## src/rtl/gpio_in_sync.sv

```systemverilog
// GPIO input path: two-flop synchroniser, per-bit debounce, and sticky edge flags
// with write-1-to-clear and a maskable interrupt.
module gpio_in_sync #(
  parameter int unsigned DATA_WIDTH = 8,
  parameter int unsigned DB_CYCLES  = 4,
  parameter int unsigned EDGE_SEL   = 2
) (
  input  logic                  clk,
  input  logic                  rst,
  input  logic [DATA_WIDTH-1:0] GPIO_In,
  input  logic                  edge_clr_en,
  input  logic [DATA_WIDTH-1:0] edge_clr_mask,
  input  logic [DATA_WIDTH-1:0] irq_mask,
  output logic [DATA_WIDTH-1:0] GPIO_toMem,
  output logic [DATA_WIDTH-1:0] edge_flags,
  output logic                  irq
);

  localparam int unsigned   CntW    = $clog2(DB_CYCLES + 1);
  localparam logic [CntW-1:0] CntLast = CntW'(DB_CYCLES - 1);
  localparam logic          RiseEn  = (EDGE_SEL != 1);
  localparam logic          FallEn  = (EDGE_SEL != 0);

  logic [DATA_WIDTH-1:0]           s1_q, s2_q;
  logic [DATA_WIDTH-1:0]           level_q, level_d;
  logic [DATA_WIDTH-1:0]           flags_q, flags_d;
  logic [DATA_WIDTH-1:0][CntW-1:0] cnt_q, cnt_d;
  logic [DATA_WIDTH-1:0]           upd;
  logic [DATA_WIDTH-1:0]           set_ev;
  logic [DATA_WIDTH-1:0]           clr;

  // A new level must be seen on DB_CYCLES consecutive edges before it is accepted;
  // any return to the current level restarts the count.
  always_comb begin
    level_d = level_q;
    cnt_d   = '0;
    upd     = '0;
    for (int unsigned i = 0; i < DATA_WIDTH; i++) begin
      if (s2_q[i] != level_q[i]) begin
        if (cnt_q[i] == CntLast) begin
          upd[i]     = 1'b1;
          level_d[i] = s2_q[i];
        end else begin
          cnt_d[i] = cnt_q[i] + 1'b1;
        end
      end
    end
  end

  always_comb begin
    set_ev  = upd & ((s2_q & {DATA_WIDTH{RiseEn}}) | (~s2_q & {DATA_WIDTH{FallEn}}));
    clr     = edge_clr_en ? edge_clr_mask : '0;
    // Set is ORed in after the clear so a coincident event is never lost.
    flags_d = (flags_q & ~clr) | set_ev;
  end

  always_ff @(posedge clk or posedge rst) begin
    if (rst) begin
      s1_q    <= '0;
      s2_q    <= '0;
      level_q <= '0;
      flags_q <= '0;
      cnt_q   <= '0;
    end else begin
      s1_q    <= GPIO_In;
      s2_q    <= s1_q;
      level_q <= level_d;
      flags_q <= flags_d;
      cnt_q   <= cnt_d;
    end
  end

  assign GPIO_toMem = level_q;
  assign edge_flags = flags_q;
  assign irq        = |(flags_q & irq_mask);

endmodule

```

## config.mk

```make
export PLATFORM = sky130hd
export DESIGN_NAME = gpio_in_sync
export DESIGN_NICKNAME = d
export VERILOG_FILES = /design/src/rtl/gpio_in_sync.sv
export SDC_FILE = /design/constraint.sdc
export NUM_CORES = 1
export LEC_CHECK = 0
export CORE_MARGIN = 4
export CORE_UTILIZATION = 45
export CTS_CLUSTER_DIAMETER = 80
export DETAILED_ROUTE_END_ITERATION = 8
export PLACE_DENSITY_LB_ADDON = 0.15
export SLEW_MARGIN = 20
export SYNTH_ARGS = -nofsm -noshare
export SYNTH_HDL_FRONTEND = slang
export SYNTH_SLANG_ARGS = --single-unit
```

## constraint.sdc

```tcl
create_clock -name clk -period 1.7 [get_ports clk]
set_input_delay 0.34 -clock clk [delete_from_list [all_inputs] [get_ports clk]]
set_output_delay 0.34 -clock clk [all_outputs]
set_load 0.005 [all_outputs]
```

==> metrics.cfg <==
[floorplan]
chipWidth_um=76.8
pin_count=44
fp-row-count=24
dieArea_sq_um=5890
start_util_pct=47.6
die_height_um=76.8
design.core.area_sq_um=4470

[power_and_ir_drop]
combPwrFrac_pct=32.0
p_sw_uw=1130
total_power_uw=4070
clkPwrFrac_pct=20.7
peakVddDrop_mv=0.802
power_density_nw_per_um2=1460
p_seq_share_pct=47.3
p_sw_share_pct=27.8
power.internal_uw=2940
p_leak_uw=0.00120

[cts]
worstSkewPairLatency_ns=0.30
numCtsBuffers=5
cts_tree=built
clkSlewWorstSetupHoldPaths_ns=0.10
ctsHoldBuffers=0
clockBufferDepth=2
cts_htree_levels=2
cts_sinks=56
root_buffer=clkbuf_8

[synth]
syn_area_per_cell_sq_um=14.9
ys_types=17
yosysWarningCount=0
yosys_register_bits=56
syn_inst=143
syn_nets=178
ys_seq_area_share_pct=65.8
synth_area_sq_um=2130

[final_layout]
nFillCells=336
n_antenna_cell=0
area_delta_synth_final_pct=31.4
stdcell_count=248
final_area_sq_um=2800
final_cell_mix=dfrtp_1 (56), clkdlybuf4s50_1 (42), nor3b_1 (15)
drive_gt1_share_pct=16.8
final_nets=230
final_common_cell=dfrtp_1

[detailed_routing]
via_per_inst=5.16
drc_errors=0
dr_total_vias=1280
dr.first_iter.drc_count=46
routedWlPerCell_um=14.9
drt_pass1_iterations=3
drt-total-wl_um=3700
drtAntennaViolNets=0

[critical_path]
path_max_fanout=3
cp-end-kind=primary output
r2r-end=GPIO_toMem[3]$_DFFE_PP0P_
cp_data_required_time_ns=1.36
reg2reg_slack_ns=0.51
crit_path_start_kind=flop
critPathTopFamily=buffers and inverters
cp_cell_sequence=clkdlybuf4s50_1
cp_num_buf_inv=1
ff2ff_path_depth=3
critical_path_arrival_ns=1.26
timing.rr.start=cnt_q[9]$_DFF_PP0_
slowest_delay_ns=0.53
critical_path_class=flop to primary output
crit_slowest_cell=clkdlybuf4s50_1

[run]
cap_violations=0

[timing]
fin_tns_setup_ns=0
rsz0062_at_grt=false
maxSlewViolCount=0
post-route-period-util_pct=94.2
slew_headroom_pct=67.8
setup_violations=0
finalHoldViolCount=0
max_freq_mhz=624
worstMarginPinSlew_ns=0.482
period_minus_slack_ns=1.60
fin_worst_skew_ns=0.00343
setup_slack_ns=0.0979

[global_route]
gr-usage-met1_pct=16.4
grt_pass1_wl_um=6380
antenna_found_initial=0
grt_overflow_total=0
grtUsageMet3_pct=4.22
grt.busiest_layer=met2
use_met2_pct=23.4
grt_pass1_vias=1415
grt_max_degree=22
grt_usage_pct=13.8

[min_path]
hold_path_end=s2_q[1]$_DFF_PP0_
hold_class=flop to flop
min-delay-start=s1_q[1]$_DFF_PP0_
hold_depth=0

[placement]
place_ws_ns=-0.264
dp_cells=239
place_congestion=0.710
place_area_sq_um=2660
hpwl_um=2830
portBuffers=43

[outcome]
status=finished clean

-- worst max path at each step --
| stage | cells past startpoint | startpoint | endpoint |
|---|---|---|---|
| floorplan | 3 | cnt_q[9]$_DFF_PP0_ | GPIO_toMem[3]$_DFFE_PP0P_ |
| global placement | 4 | irq_mask[2] | irq |
| detailed placement | 4 | irq_mask[2] | irq |
| CTS | 3 | edge_flags[6]$_DFF_PP0_ | irq |
| global route | 1 | edge_flags[6]$_DFF_PP0_ | edge_flags[6] |
| finish | 1 | edge_flags[6]$_DFF_PP0_ | edge_flags[6] |
-- per-layer routing --
metal,vias to the layer above,routed length [um]
li1,602,-
met1,644,1600
met2,26,1870
met3,8,175
met4,0,51
met5,-,0
-- registers in the layout (all words and copies together) (netlist names) --
signal,cells
cnt_q,24
GPIO_toMem,8
edge_flags,8
s1_q,8
s2_q,8
-- final cells by class --
cell class | instances | area [sq um] | area share [%]
Sequential cell | 56 | 1400 | 50.1
Multi-Input combinational cell | 85 | 738 | 26.4
Timing Repair Buffer | 46 | 473 | 16.9
Clock buffer | 5 | 68.8 | 2.46
Tap cell | 52 | 65.1 | 2.33
Clock inverter | 3 | 42.5 | 1.52
Inverter | 1 | 7.51 | 0.268
-- power by group through the flow --
stage | Sequential (uW) | Clock [uW] | Combinational [uW]
5_1_grt | 1980 | 933 | 1470
6_report | 1930 | 844 | 1300
3_5_place_dp | 1950 | 0 | 1320
2_1_floorplan | 1910 | 0 | 680
4_1_cts | 1930 | 878 | 1350
3_3_place_gp | 1920 | 0 | 1270
-- kinds of logic (layout without fill, tap and decap cells) --
logic type,after synthesis,in the layout,synth area share (%)
flip-flops,56,56,65.8
AND/OR/NAND/NOR,48,48,16.4
AO/OA/AOI/OAI,12,12,4.70
XOR/XNOR,9,9,3.70
adder cells (fa/ha/maj),8,8,4.70
multiplexers,8,8,4.23
buffers and inverters,2,55,0.411
-- timing repair --
action | CTS | global route
buffers inserted | 1 | 0
setup endpoints to repair | 1 | 1
pin swaps | 5 | 2
hold endpoints to repair | 0 | 0
resized for setup | 5 | 2
-- stage by stage --
step / util (%) / hold slack (ns)
global placement: 59.5 / 0.334
detailed placement: 59.5 / 0.337
finish: 62.5 / 0.355
floorplan: - / 0.331
CTS: 62.5 / 0.358
global route: 62.5 / 0.363
-- cells in the mapped netlist --
master / count / area (sq um)
nor3b_1: 15 / 113
a22o_1: 1 / 8.76
dfrtp_1: 56 / 1400
ha_1: 8 / 100
nand2_1: 8 / 30.0
nand4_1: 1 / 6.26
xnor2_1: 8 / 70.1
a22oi_1: 4 / 30.0
nand2b_1: 7 / 43.8
and2_1: 1 / 6.26
o2bb2ai_1: 7 / 61.3
mux2_2: 8 / 90.1
nor2b_4: 8 / 110
xor2_1: 1 / 8.76
nor3_1: 8 / 40.0
clkbuf_2: 1 / 5.00
inv_1: 1 / 3.75
Power figures use the tool's default switching activity.
